$ cat src/rtl/issue_queue_decoder_pkg.sv
// Shared RV32I decode constants, issue-type codes and immediate extraction helpers
// for the instruction issue queue.
package issue_queue_decoder_pkg;

  localparam logic [6:0] OPC_LUI    = 7'b0110111;
  localparam logic [6:0] OPC_AUIPC  = 7'b0010111;
  localparam logic [6:0] OPC_JAL    = 7'b1101111;
  localparam logic [6:0] OPC_JALR   = 7'b1100111;
  localparam logic [6:0] OPC_BRANCH = 7'b1100011;
  localparam logic [6:0] OPC_LOAD   = 7'b0000011;
  localparam logic [6:0] OPC_STORE  = 7'b0100011;
  localparam logic [6:0] OPC_OPIMM  = 7'b0010011;
  localparam logic [6:0] OPC_OP     = 7'b0110011;

  typedef enum logic [1:0] {
    ROB_RD = 2'd0,
    ROB_LD = 2'd1,
    ROB_ST = 2'd2,
    ROB_BR = 2'd3
  } rob_type_e;

  typedef enum logic [1:0] {
    RS_CLS_OP    = 2'd0,
    RS_CLS_OPIMM = 2'd1,
    RS_CLS_BR    = 2'd2,
    RS_CLS_NONE  = 2'd3
  } rs_class_e;

  // alt carries funct7[5]: SUB/SRA for OP, SRAI for OP-IMM.
  typedef struct packed {
    rs_class_e  cls;
    logic       alt;
    logic [2:0] funct3;
  } rs_type_t;

  typedef logic [3:0] lsb_type_t;  // {opcode[5], funct3}

  function automatic logic [31:0] imm_i(input logic [31:0] ins);
    return {{20{ins[31]}}, ins[31:20]};
  endfunction

  function automatic logic [31:0] imm_s(input logic [31:0] ins);
    return {{20{ins[31]}}, ins[31:25], ins[11:7]};
  endfunction

  function automatic logic [31:0] imm_b(input logic [31:0] ins);
    return {{19{ins[31]}}, ins[31], ins[7], ins[30:25], ins[11:8], 1'b0};
  endfunction

  function automatic logic [31:0] imm_u(input logic [31:0] ins);
    return {ins[31:12], 12'b0};
  endfunction

  function automatic logic [31:0] imm_j(input logic [31:0] ins);
    return {{11{ins[31]}}, ins[31], ins[19:12], ins[20], ins[30:21], 1'b0};
  endfunction

endpackage

$ cat src/rtl/issue_queue_decoder_if.sv
// Issue bus from the decoder to ROB/RS/LSB: per-target strobes plus the shared payload.
interface issue_queue_decoder_if
  import issue_queue_decoder_pkg::*;
#(
  parameter int XLEN      = 32,
  parameter int ROB_IDX_W = 5
) ();
  logic                 rob_valid;
  logic                 rs_valid;
  logic                 lsb_valid;
  rob_type_e            iss_rob_type;
  logic                 iss_rob_ready;
  logic [XLEN-1:0]      iss_rob_value;
  logic [4:0]           iss_rd;
  logic [XLEN-1:0]      iss_pc;
  logic [XLEN-1:0]      iss_jp_pc;
  rs_type_t             iss_rs_type;
  lsb_type_t            iss_lsb_type;
  logic [XLEN-1:0]      iss_v1;
  logic [XLEN-1:0]      iss_v2;
  logic [ROB_IDX_W-1:0] iss_q1;
  logic [ROB_IDX_W-1:0] iss_q2;
  logic                 iss_dep1;
  logic                 iss_dep2;
  logic [XLEN-1:0]      iss_imm;
  logic [ROB_IDX_W-1:0] iss_rob_id;

  modport master (
    output rob_valid, rs_valid, lsb_valid, iss_rob_type, iss_rob_ready, iss_rob_value,
           iss_rd, iss_pc, iss_jp_pc, iss_rs_type, iss_lsb_type, iss_v1, iss_v2,
           iss_q1, iss_q2, iss_dep1, iss_dep2, iss_imm, iss_rob_id
  );

  modport slave (
    input rob_valid, rs_valid, lsb_valid, iss_rob_type, iss_rob_ready, iss_rob_value,
          iss_rd, iss_pc, iss_jp_pc, iss_rs_type, iss_lsb_type, iss_v1, iss_v2,
          iss_q1, iss_q2, iss_dep1, iss_dep2, iss_imm, iss_rob_id
  );
endinterface

$ cat src/rtl/issue_queue_decoder_insn_fifo.sv
// Power-of-two instruction FIFO with push/pop/clear; head is the oldest entry.
module issue_queue_decoder_insn_fifo #(
  parameter int DEPTH = 4,
  parameter int WIDTH = 96
) (
  input  logic             clk_in,
  input  logic             rst_n_in,
  input  logic             push,
  input  logic             pop,
  input  logic             clear,
  input  logic [WIDTH-1:0] wdata,
  output logic             full,
  output logic             empty,
  output logic [WIDTH-1:0] head
);
  localparam int PW = $clog2(DEPTH);
  localparam int CW = $clog2(DEPTH + 1);

  logic [WIDTH-1:0] mem_q [DEPTH];
  logic [PW-1:0]    wr_ptr_q, wr_ptr_d, rd_ptr_q, rd_ptr_d;
  logic [CW-1:0]    count_q, count_d;

  // NOTE: every signal driven in always_comb gets a default first so no latch is inferred.
  always_comb begin
    wr_ptr_d = wr_ptr_q;
    rd_ptr_d = rd_ptr_q;
    count_d  = count_q;
    if (clear) begin
      wr_ptr_d = '0;
      rd_ptr_d = '0;
      count_d  = '0;
    end else begin
      if (push) wr_ptr_d = wr_ptr_q + PW'(1);
      if (pop)  rd_ptr_d = rd_ptr_q + PW'(1);
      case ({push, pop})
        2'b10:   count_d = count_q + CW'(1);
        2'b01:   count_d = count_q - CW'(1);
        default: count_d = count_q;
      endcase
    end
  end

  // NOTE: sequential state uses non-blocking assignments so all flops update together.
  always_ff @(posedge clk_in or negedge rst_n_in) begin
    if (!rst_n_in) begin
      wr_ptr_q <= '0;
      rd_ptr_q <= '0;
      count_q  <= '0;
    end else begin
      wr_ptr_q <= wr_ptr_d;
      rd_ptr_q <= rd_ptr_d;
      count_q  <= count_d;
    end
  end

  // NOTE: storage is not reset; count/empty guarantee stale entries are never consumed.
  always_ff @(posedge clk_in) begin
    if (push && !clear) mem_q[wr_ptr_q] <= wdata;
  end

  assign full  = (count_q == CW'(DEPTH));
  assign empty = (count_q == '0);
  assign head  = mem_q[rd_ptr_q];

endmodule

$ cat src/rtl/issue_queue_decoder.sv
// Buffers fetched RV32I instructions, decodes the FIFO head and issues one per cycle
// to ROB/RS/LSB; a JALR holds the head until rs1 is ready, then redirects fetch.
module issue_queue_decoder
  import issue_queue_decoder_pkg::*;
#(
  parameter int DEPTH     = 4,
  parameter int ROB_IDX_W = 5,
  parameter int XLEN      = 32
) (
  input  logic                 clk_in,
  input  logic                 rst_n_in,
  input  logic                 rdy_in,
  input  logic                 flush_in,
  input  logic                 fetch_valid,
  input  logic [31:0]          fetch_ins,
  input  logic [XLEN-1:0]      fetch_pc,
  input  logic [XLEN-1:0]      fetch_pred_pc,
  output logic                 fetch_ready,
  output logic                 redirect_valid,
  output logic [XLEN-1:0]      redirect_pc,
  input  logic                 rob_full_in,
  input  logic                 rs_full_in,
  input  logic                 lsb_full_in,
  input  logic [ROB_IDX_W-1:0] rob_tail_in,
  output logic [4:0]           reg_id1,
  output logic [4:0]           reg_id2,
  input  logic [XLEN-1:0]      reg_val1,
  input  logic [XLEN-1:0]      reg_val2,
  input  logic                 reg_dep1,
  input  logic                 reg_dep2,
  input  logic [ROB_IDX_W-1:0] reg_tag1,
  input  logic [ROB_IDX_W-1:0] reg_tag2,
  issue_queue_decoder_if.master iss
);
  localparam int EW = 32 + 2 * XLEN;
  localparam logic [0:0] ST_RUN   = 1'b0;
  localparam logic [0:0] ST_JWAIT = 1'b1;

  typedef struct packed {
    rob_type_e            rob_type;
    logic                 rob_ready;
    logic [XLEN-1:0]      rob_value;
    logic [4:0]           rd;
    logic [XLEN-1:0]      pc;
    logic [XLEN-1:0]      jp_pc;
    rs_type_t             rs_type;
    lsb_type_t            lsb_type;
    logic [XLEN-1:0]      v1;
    logic [XLEN-1:0]      v2;
    logic [ROB_IDX_W-1:0] q1;
    logic [ROB_IDX_W-1:0] q2;
    logic                 dep1;
    logic                 dep2;
    logic [XLEN-1:0]      imm;
    logic [ROB_IDX_W-1:0] rob_id;
  } iss_data_t;

  logic            push, pop, clear, full, empty;
  logic [EW-1:0]   head;
  logic [31:0]     ins;
  logic [XLEN-1:0] h_pc, h_pred;
  logic [6:0]      opcode;
  logic [2:0]      f3;

  issue_queue_decoder_insn_fifo #(.DEPTH(DEPTH), .WIDTH(EW)) u_fifo (
    .clk_in   (clk_in),
    .rst_n_in (rst_n_in),
    .push     (push),
    .pop      (pop),
    .clear    (clear),
    .wdata    ({fetch_ins, fetch_pc, fetch_pred_pc}),
    .full     (full),
    .empty    (empty),
    .head     (head)
  );

  assign {ins, h_pc, h_pred} = head;
  assign opcode  = ins[6:0];
  assign f3      = ins[14:12];
  assign reg_id1 = empty ? 5'd0 : ins[19:15];
  assign reg_id2 = empty ? 5'd0 : ins[24:20];

  logic            is_rs, is_lsb, is_jalr, uses_rs1, uses_rs2, rob_ready;
  rob_type_e       rob_type;
  rs_type_t        rs_type;
  logic [4:0]      dec_rd;
  logic [31:0]     imm32;
  logic [XLEN-1:0] imm_x, rob_value;

  always_comb begin
    is_rs     = 1'b0;
    is_lsb    = 1'b0;
    is_jalr   = 1'b0;
    uses_rs1  = 1'b0;
    uses_rs2  = 1'b0;
    rob_ready = 1'b0;
    rob_type  = ROB_RD;
    rs_type   = '{cls: RS_CLS_NONE, alt: 1'b0, funct3: 3'd0};
    dec_rd    = ins[11:7];
    imm32     = '0;
    case (opcode)
      OPC_LUI:    begin rob_ready = 1'b1; imm32 = imm_u(ins); end
      OPC_AUIPC:  begin rob_ready = 1'b1; imm32 = imm_u(ins); end
      OPC_JAL:    begin rob_ready = 1'b1; imm32 = imm_j(ins); end
      OPC_JALR:   begin rob_ready = 1'b1; is_jalr = 1'b1; uses_rs1 = 1'b1; imm32 = imm_i(ins); end
      OPC_BRANCH: begin
        is_rs = 1'b1; uses_rs1 = 1'b1; uses_rs2 = 1'b1; rob_type = ROB_BR; dec_rd = 5'd0;
        imm32 = imm_b(ins); rs_type = '{cls: RS_CLS_BR, alt: 1'b0, funct3: f3};
      end
      OPC_LOAD:   begin is_lsb = 1'b1; uses_rs1 = 1'b1; rob_type = ROB_LD; imm32 = imm_i(ins); end
      OPC_STORE:  begin
        is_lsb = 1'b1; uses_rs1 = 1'b1; uses_rs2 = 1'b1; rob_type = ROB_ST; dec_rd = 5'd0;
        imm32 = imm_s(ins);
      end
      OPC_OPIMM:  begin
        is_rs = 1'b1; uses_rs1 = 1'b1;
        // Shift-immediates carry a zero-extended shamt; funct7[5] only matters for SRAI.
        imm32 = (f3 == 3'b001 || f3 == 3'b101) ? {27'd0, ins[24:20]} : imm_i(ins);
        rs_type = '{cls: RS_CLS_OPIMM, alt: (f3 == 3'b101) && ins[30], funct3: f3};
      end
      OPC_OP:     begin
        is_rs = 1'b1; uses_rs1 = 1'b1; uses_rs2 = 1'b1;
        rs_type = '{cls: RS_CLS_OP, alt: ins[30], funct3: f3};
      end
      default:    begin rob_ready = 1'b1; dec_rd = 5'd0; end
    endcase
  end

  assign imm_x = XLEN'($signed(imm32));
  assign rob_value = (opcode == OPC_LUI)   ? imm_x :
                     (opcode == OPC_AUIPC) ? h_pc + imm_x :
                     (is_jalr || opcode == OPC_JAL) ? h_pc + XLEN'(4) : '0;

  logic [0:0] state_q, state_d;
  logic       jalr_blocked, can_issue, issue;

  // JWAIT only ever holds a JALR head, so the rs1-dependency term alone gates it and
  // lets the instruction issue in the very cycle its operand becomes ready.
  assign jalr_blocked = is_jalr && reg_dep1;
  assign can_issue    = !empty && !rob_full_in && (!is_lsb || !lsb_full_in)
                        && (!is_rs || !rs_full_in) && !jalr_blocked;
  assign issue        = rdy_in && !flush_in && can_issue;
  assign clear        = rdy_in && (flush_in || (issue && is_jalr));
  assign pop          = issue;
  assign fetch_ready  = rst_n_in && rdy_in && !full;
  assign push         = fetch_valid && fetch_ready && !clear;

  always_comb begin
    state_d = state_q;
    if (rdy_in) begin
      if (flush_in)                                         state_d = ST_RUN;
      else if (state_q == ST_RUN && !empty && jalr_blocked) state_d = ST_JWAIT;
      else if (state_q == ST_JWAIT && !reg_dep1)            state_d = ST_RUN;
    end
  end

  iss_data_t       iss_q, iss_d;
  logic            rob_valid_q, rob_valid_d, rs_valid_q, rs_valid_d, lsb_valid_q, lsb_valid_d;
  logic            redirect_valid_q, redirect_valid_d;
  logic [XLEN-1:0] redirect_pc_q, redirect_pc_d;

  always_comb begin
    iss_d            = iss_q;
    rob_valid_d      = 1'b0;
    rs_valid_d       = 1'b0;
    lsb_valid_d      = 1'b0;
    redirect_valid_d = 1'b0;
    redirect_pc_d    = redirect_pc_q;
    if (issue) begin
      rob_valid_d     = 1'b1;
      rs_valid_d      = is_rs;
      lsb_valid_d     = is_lsb;
      iss_d.rob_type  = rob_type;
      iss_d.rob_ready = rob_ready;
      iss_d.rob_value = rob_value;
      iss_d.rd        = dec_rd;
      iss_d.pc        = h_pc;
      iss_d.jp_pc     = h_pred;
      iss_d.rs_type   = rs_type;
      iss_d.lsb_type  = {opcode[5], f3};
      iss_d.v1        = uses_rs1 ? reg_val1 : '0;
      iss_d.v2        = uses_rs2 ? reg_val2 : '0;
      iss_d.q1        = reg_tag1;
      iss_d.q2        = reg_tag2;
      iss_d.dep1      = uses_rs1 && reg_dep1;
      iss_d.dep2      = uses_rs2 && reg_dep2;
      iss_d.imm       = imm_x;
      iss_d.rob_id    = rob_tail_in;
      if (is_jalr) begin
        redirect_valid_d = 1'b1;
        redirect_pc_d    = (reg_val1 + imm_x) & ~XLEN'(1);
      end
    end
  end

  always_ff @(posedge clk_in or negedge rst_n_in) begin
    if (!rst_n_in) begin
      state_q          <= ST_RUN;
      iss_q            <= '0;
      rob_valid_q      <= 1'b0;
      rs_valid_q       <= 1'b0;
      lsb_valid_q      <= 1'b0;
      redirect_valid_q <= 1'b0;
      redirect_pc_q    <= '0;
    end else begin
      state_q          <= state_d;
      iss_q            <= iss_d;
      rob_valid_q      <= rob_valid_d;
      rs_valid_q       <= rs_valid_d;
      lsb_valid_q      <= lsb_valid_d;
      redirect_valid_q <= redirect_valid_d;
      redirect_pc_q    <= redirect_pc_d;
    end
  end

  assign redirect_valid    = redirect_valid_q;
  assign redirect_pc       = redirect_pc_q;
  assign iss.rob_valid     = rob_valid_q;
  assign iss.rs_valid      = rs_valid_q;
  assign iss.lsb_valid     = lsb_valid_q;
  assign iss.iss_rob_type  = iss_q.rob_type;
  assign iss.iss_rob_ready = iss_q.rob_ready;
  assign iss.iss_rob_value = iss_q.rob_value;
  assign iss.iss_rd        = iss_q.rd;
  assign iss.iss_pc        = iss_q.pc;
  assign iss.iss_jp_pc     = iss_q.jp_pc;
  assign iss.iss_rs_type   = iss_q.rs_type;
  assign iss.iss_lsb_type  = iss_q.lsb_type;
  assign iss.iss_v1        = iss_q.v1;
  assign iss.iss_v2        = iss_q.v2;
  assign iss.iss_q1        = iss_q.q1;
  assign iss.iss_q2        = iss_q.q2;
  assign iss.iss_dep1      = iss_q.dep1;
  assign iss.iss_dep2      = iss_q.dep2;
  assign iss.iss_imm       = iss_q.imm;
  assign iss.iss_rob_id    = iss_q.rob_id;

endmodule

$ cat src/flat_wrapper.sv
// flat-port wrapper written by rule: the top's interface ports become plain ports
module issue_queue_decoder_flat import issue_queue_decoder_pkg::*;
#(
  parameter int DEPTH     = 4,
  parameter int ROB_IDX_W = 5,
  parameter int XLEN      = 32
)
  (clk_in, rst_n_in, rdy_in, flush_in, fetch_valid, fetch_ins, fetch_pc, fetch_pred_pc, fetch_ready, redirect_valid, redirect_pc, rob_full_in, rs_full_in, lsb_full_in, rob_tail_in, reg_id1, reg_id2, reg_val1, reg_val2, reg_dep1, reg_dep2, reg_tag1, reg_tag2, iss_rob_valid, iss_rs_valid, iss_lsb_valid, iss_iss_rob_type, iss_iss_rob_ready, iss_iss_rob_value, iss_iss_rd, iss_iss_pc, iss_iss_jp_pc, iss_iss_rs_type, iss_iss_lsb_type, iss_iss_v1, iss_iss_v2, iss_iss_q1, iss_iss_q2, iss_iss_dep1, iss_iss_dep2, iss_iss_imm, iss_iss_rob_id);
  issue_queue_decoder_if #(.XLEN(XLEN), .ROB_IDX_W(ROB_IDX_W)) iss_i ();
  input  logic clk_in;
  input  logic rst_n_in;
  input  logic rdy_in;
  input  logic flush_in;
  input  logic fetch_valid;
  input  logic [31:0] fetch_ins;
  input  logic [XLEN-1:0] fetch_pc;
  input  logic [XLEN-1:0] fetch_pred_pc;
  output logic fetch_ready;
  output logic redirect_valid;
  output logic [XLEN-1:0] redirect_pc;
  input  logic rob_full_in;
  input  logic rs_full_in;
  input  logic lsb_full_in;
  input  logic [ROB_IDX_W-1:0] rob_tail_in;
  output logic [4:0] reg_id1;
  output logic [4:0] reg_id2;
  input  logic [XLEN-1:0] reg_val1;
  input  logic [XLEN-1:0] reg_val2;
  input  logic reg_dep1;
  input  logic reg_dep2;
  input  logic [ROB_IDX_W-1:0] reg_tag1;
  input  logic [ROB_IDX_W-1:0] reg_tag2;
  output wire logic [$bits(iss_i.rob_valid)-1:0] iss_rob_valid;
  output wire logic [$bits(iss_i.rs_valid)-1:0] iss_rs_valid;
  output wire logic [$bits(iss_i.lsb_valid)-1:0] iss_lsb_valid;
  output wire logic [$bits(iss_i.iss_rob_type)-1:0] iss_iss_rob_type;
  output wire logic [$bits(iss_i.iss_rob_ready)-1:0] iss_iss_rob_ready;
  output wire logic [$bits(iss_i.iss_rob_value)-1:0] iss_iss_rob_value;
  output wire logic [$bits(iss_i.iss_rd)-1:0] iss_iss_rd;
  output wire logic [$bits(iss_i.iss_pc)-1:0] iss_iss_pc;
  output wire logic [$bits(iss_i.iss_jp_pc)-1:0] iss_iss_jp_pc;
  output wire logic [$bits(iss_i.iss_rs_type)-1:0] iss_iss_rs_type;
  output wire logic [$bits(iss_i.iss_lsb_type)-1:0] iss_iss_lsb_type;
  output wire logic [$bits(iss_i.iss_v1)-1:0] iss_iss_v1;
  output wire logic [$bits(iss_i.iss_v2)-1:0] iss_iss_v2;
  output wire logic [$bits(iss_i.iss_q1)-1:0] iss_iss_q1;
  output wire logic [$bits(iss_i.iss_q2)-1:0] iss_iss_q2;
  output wire logic [$bits(iss_i.iss_dep1)-1:0] iss_iss_dep1;
  output wire logic [$bits(iss_i.iss_dep2)-1:0] iss_iss_dep2;
  output wire logic [$bits(iss_i.iss_imm)-1:0] iss_iss_imm;
  output wire logic [$bits(iss_i.iss_rob_id)-1:0] iss_iss_rob_id;
  assign iss_rob_valid = iss_i.rob_valid;
  assign iss_rs_valid = iss_i.rs_valid;
  assign iss_lsb_valid = iss_i.lsb_valid;
  assign iss_iss_rob_type = iss_i.iss_rob_type;
  assign iss_iss_rob_ready = iss_i.iss_rob_ready;
  assign iss_iss_rob_value = iss_i.iss_rob_value;
  assign iss_iss_rd = iss_i.iss_rd;
  assign iss_iss_pc = iss_i.iss_pc;
  assign iss_iss_jp_pc = iss_i.iss_jp_pc;
  assign iss_iss_rs_type = iss_i.iss_rs_type;
  assign iss_iss_lsb_type = iss_i.iss_lsb_type;
  assign iss_iss_v1 = iss_i.iss_v1;
  assign iss_iss_v2 = iss_i.iss_v2;
  assign iss_iss_q1 = iss_i.iss_q1;
  assign iss_iss_q2 = iss_i.iss_q2;
  assign iss_iss_dep1 = iss_i.iss_dep1;
  assign iss_iss_dep2 = iss_i.iss_dep2;
  assign iss_iss_imm = iss_i.iss_imm;
  assign iss_iss_rob_id = iss_i.iss_rob_id;
  issue_queue_decoder #(.DEPTH(DEPTH), .ROB_IDX_W(ROB_IDX_W), .XLEN(XLEN)) u_core (.clk_in(clk_in), .rst_n_in(rst_n_in), .rdy_in(rdy_in), .flush_in(flush_in), .fetch_valid(fetch_valid), .fetch_ins(fetch_ins), .fetch_pc(fetch_pc), .fetch_pred_pc(fetch_pred_pc), .fetch_ready(fetch_ready), .redirect_valid(redirect_valid), .redirect_pc(redirect_pc), .rob_full_in(rob_full_in), .rs_full_in(rs_full_in), .lsb_full_in(lsb_full_in), .rob_tail_in(rob_tail_in), .reg_id1(reg_id1), .reg_id2(reg_id2), .reg_val1(reg_val1), .reg_val2(reg_val2), .reg_dep1(reg_dep1), .reg_dep2(reg_dep2), .reg_tag1(reg_tag1), .reg_tag2(reg_tag2), .iss(iss_i));
endmodule
$ cat config.mk
export PLATFORM = sky130hd
export DESIGN_NAME = issue_queue_decoder_flat
export DESIGN_NICKNAME = d
export VERILOG_FILES = /design/src/rtl/issue_queue_decoder_pkg.sv /design/src/rtl/issue_queue_decoder_if.sv /design/src/rtl/issue_queue_decoder_insn_fifo.sv /design/src/rtl/issue_queue_decoder.sv /design/src/flat_wrapper.sv
export SDC_FILE = /design/constraint.sdc
export NUM_CORES = 1
export LEC_CHECK = 0
export CELL_PAD_IN_SITES_DETAIL_PLACEMENT = 1
export CELL_PAD_IN_SITES_GLOBAL_PLACEMENT = 1
export CORE_MARGIN = 4
export CORE_UTILIZATION = 47
export CTS_CLUSTER_DIAMETER = 50
export DETAILED_ROUTE_END_ITERATION = 16
export PLACE_DENSITY_LB_ADDON = 0.1
export SYNTH_ARGS = -nofsm -noshare
export SYNTH_HDL_FRONTEND = slang
export SYNTH_HIERARCHICAL = 1
export SYNTH_SLANG_ARGS = --single-unit
export TNS_END_PERCENT = 5
$ cat constraint.sdc
create_clock -name clk_in -period 18.35 [get_ports clk_in]
set_input_delay 2.7525 -clock clk_in [delete_from_list [all_inputs] [get_ports clk_in]]
set_output_delay 2.7525 -clock clk_in [all_outputs]
set_load 0.01 [all_outputs]
==> impl_metrics.env <==
export IMPL_status="complete, no violations"
export IMPL_r2r_end="u_core/u_fifo/mem_q[3][14]"
export IMPL_viasPerCell=5.77
export IMPL_grt_pass1_wl_mm=145
export IMPL_synthArstFlopShare_pct=41.2
export IMPL_rsz0062_at_grt="false"
export IMPL_clockBufferDepth=3
export IMPL_core_area_mm2=0.0608
export IMPL_grt_use_met2_pct=48.0
export IMPL_busiest_layer="met2"
export IMPL_fin_tns_setup_ns=0
export IMPL_nFillCells=6004
export IMPL_grt_max_degree=122
export IMPL_cp_required_ns=18.59
export IMPL_postCtsSetupRepairBufs=0
export IMPL_cts_buffers=81
export IMPL_r2r_cells=15
export IMPL_gp_congestion=0.903
export IMPL_rows=90
export IMPL_overflow=0
export IMPL_fp_dieH_um=257
export IMPL_use_met1_pct=37.5
export IMPL_leakage_nw=14.8
export IMPL_pwr_share_clk_pct=32.7
export IMPL_yosysWarnings=6
export IMPL_final_nets=3024
export IMPL_grt_pass1_vias=22200
export IMPL_r2r_start="u_core/u_fifo/rd_ptr_q[0]"
export IMPL_synth_area_mm2=0.0291
export IMPL_io_pins=459
export IMPL_report_final_hold_viol_count=0
export IMPL_drc=0
export IMPL_syn_to_final_growth_pct=27.0
export IMPL_drive_gt1_share_pct=9.91
export IMPL_cts_tree="built"
export IMPL_post_drt_wl_per_cell_um=26.6
export IMPL_worstSkewPairLatency_ns=0.64
export IMPL_use_met3_pct=7.03
export IMPL_worstSetupEndpointType="register"
export IMPL_crit_path_end="u_core/u_fifo/mem_q[3][14]"
export IMPL_hold_class="reg2reg"
export IMPL_synth_seq_area_share_pct=62.8
export IMPL_cpMaxStageDelayCell="buf_4"
export IMPL_dieArea_mm2=0.0659
export IMPL_multiInputGateArea_mm2=0.0102
export IMPL_syn_avg_cell_area_um2=12.5
export IMPL_yosysTopAreaCell="edfxtp_1"
export IMPL_drtAntennaViolNets=0
export IMPL_p_per_area_mw_per_mm2=126
export IMPL_yosysMostFrequentCell="nand2_1"
export IMPL_place_port_buffers=457
export IMPL_period_needed_ns=8.64
export IMPL_clk_pin_slew_ns=0.05
export IMPL_holdBufCountCts=0
export IMPL_p_sw_share_pct=31.4
export IMPL_critPathMaxStageDelay_ns=0.87
export IMPL_p_comb_share_pct=27.6
export IMPL_critPathKind="reg2reg"
export IMPL_syn_nets=2579
export IMPL_ys_flop_type="edfxtp_1"
export IMPL_critical_path_max_fanout=121
export IMPL_r2r_setup_slack_ns=9.71
export IMPL_cp_start_kind="register"
export IMPL_h_tree_depth=3
export IMPL_clock_sinks=653
export IMPL_fin_crit_sh_pct=47.1
export IMPL_antenna_found_initial=7
export IMPL_synth_area_leaders="edfxtp_1 (40%), dfrtp_1 (23%), nand2_1 (7.5%), mux4_2 (7.4%), ha_1 (2.8%)"
export IMPL_wl_mm=96.3
export IMPL_power_internal_mw=3.20
export IMPL_timing_fmax_mhz=116
export IMPL_skew_ns=0.0444
export IMPL_die_x_um=257
export IMPL_dr_total_vias=20900
export IMPL_syn_instance_count=2325
export IMPL_setup_violations_final=0
export IMPL_cap_violations=0
export IMPL_cp_startpoint="u_core/u_fifo/rd_ptr_q[0]"
export IMPL_synth_top_area_share_pct=39.6
export IMPL_regArea_mm2=0.0183
export IMPL_hold_ws_ns=0.464
export IMPL_tightest_slew_ns=1.21
export IMPL_drv_slew=0
export IMPL_vdd_drop_max_v=0.000119
export IMPL_dp_hpwl_mm=69.1
export IMPL_switchingPower_mw=1.47
export IMPL_cp_cell_sequence="buf_4 > mux4_2 > nand4bb_1 > a21oi_1 > a221o_4 > inv_8 > nand2_2 > buf_4 > inv_1 > buf_4 > o21a_1 > nor2_1 > nor2b_1 > and2_4 > buf_4"
export IMPL_slew_headroom_pct=19.0
export IMPL_drt_first_iter_violations=1667
export IMPL_cp_arrival_ns=8.88
export IMPL_synthDistinctLibCells=89
export IMPL_synth_seq_cells=653
export IMPL_cp_common_cell="buf_4"
export IMPL_yosys_top_cells_count="nand2_1 (583), edfxtp_1 (384), dfrtp_1 (269)"
export IMPL_grt_total_usage_pct=28.9
export IMPL_hp_start="u_core/iss.iss_v1[31]"
export IMPL_synth_edf_count=384
export IMPL_initial_core_util_pct=47.8
export IMPL_seqPwrFrac_pct=39.7
export IMPL_cts_resized=0
export IMPL_dr_pass1_iters=5
export IMPL_clock_root_buffer="clkbuf_16"
==> critical path, delay by kind of cell, from the launching register on <==
kind                   cells  cell delay [ns]
buffers and inverters      6             2.76
AND/OR/NAND/NOR            5             2.09
AO/OA/AOI/OAI              3             1.74
flip-flops                 1             0.74
multiplexers               1             0.64
==> power groups by stage <==
stage / clock network (mW) / logic, mW / registers (mW)
floorplan: 0 / 0.597 / 1.91
global placement: 0 / 1.25 / 1.87
detailed placement: 0 / 1.28 / 1.88
CTS: 1.56 / 1.30 / 1.85
global route: 1.63 / 1.38 / 1.87
finish: 1.53 / 1.29 / 1.85
==> per-layer routing <==
layer | part of all wire [%] | routed length (um)
met2 | 49 | 47400
met5 | 0.033 | 32
met4 | 3.3 | 3220
met1 | 40 | 39000
met3 | 7.0 | 6700
==> state kept, by name, indices dropped and copies added (netlist names), 2 cells and up <==
signal,count
u_core/iss.iss_jp_pc,32
u_core/iss.iss_rs_type,6
u_core/iss.iss_rd,5
u_core/iss.iss_q1,5
u_core/iss.iss_rob_type,2
u_core/u_fifo/rd_ptr_q,2
u_core/u_fifo/mem_q,384
u_core/iss.iss_v2,32
u_core/iss.iss_imm,32
u_core/iss.iss_rob_value,32
u_core/iss.iss_pc,32
u_core/u_fifo/wr_ptr_q,2
u_core/iss.iss_lsb_type,4
u_core/u_fifo/count_q,3
u_core/redirect_pc,31
u_core/iss.iss_v1,32
u_core/iss.iss_q2,5
u_core/iss.iss_rob_id,5
==> logic make-up after synthesis <==
kind of cell / Yosys count / share of synthesized area [%]
compound gates: 348 / 8.14
flops: 653 / 62.8
other cells: 1 / 0.0129
simple gates: 921 / 13.6
fa+ha+maj: 69 / 3.05
mux: 103 / 7.68
xor+xnor: 79 / 2.38
buf+inv: 151 / 2.32
==> metrics by stage <==
stage | std cells | power (mW) | util (%) | cell area [um2] | setup slack, ns
2_1_floorplan | 2325 | 2.50 | - | 29100 | 11.53
3_3_place_gp | 3469 | 3.12 | 56.4 | 34300 | 9.77
3_5_place_dp | 3469 | 3.16 | 56.4 | 34300 | 9.68
4_1_cts | 3618 | 4.71 | 60.7 | 36900 | 9.67
5_1_grt | 3619 | 4.89 | 60.7 | 36900 | 9.11
6_report | 3623 | 4.67 | 60.7 | 36900 | 9.71
==> placed cells by master (no fill, tap or decap), types with 9 or more instances in the layout <==
cell             synthesis  final
nand2_1                583    583
clkdlybuf4s50_1          0    456
edfxtp_1               384    384
dfrtp_1                269    267
nand3_1                104    104
mux4_2                  96     96
o21ai_0                 94     94
nor2_1                  86     85
clkbuf_16                0     82
ha_1                    66     66
a21oi_1                 59     58
xnor2_1                 49     49
a21o_1                  40     40
inv_1                   33     33
xor2_1                  30     30
nor3_1                  25     24
nand4_1                 21     21
buf_4                    2     21
clkbuf_1                60     19
nor2b_1                 17     17
and2_1                  19     15
clkinv_2                 0     14
and3_1                  14     14
or3_1                   13     13
o211ai_1                13     13
o21a_1                  11     11
o31ai_1                 11     11
a31oi_1                 10     10
o21ai_1                 10     10
clkinv_1                 1      9
==> worst min path at each step <==
| stage | cells after the start | to | slack (ns) |
|---|---|---|---|
| finish | 2 | u_core/iss.iss_v1[31] | 0.46 |
| global route | 2 | u_core/iss.iss_v2[10] | 0.48 |
| CTS | 2 | u_core/iss.iss_v1[30] | 0.47 |
| detailed placement | 2 | u_core/iss.iss_v1[30] | 0.46 |
| global placement | 2 | u_core/iss.iss_v1[15] | 0.45 |
| floorplan | 2 | u_core/iss.iss_dep1 | 0.51 |
==> layout make-up <==
type | instances | area share [%]
clock inverters | 47 | 1.24
inverters | 35 | 0.376
clock buffers | 102 | 5.79
flip-flops and latches | 653 | 49.5
diodes | 5 | 0.0339
repair buffers | 478 | 12.8
multi-input cells | 1521 | 27.6
well taps | 782 | 2.65
Power figures use the tool's default switching activity.
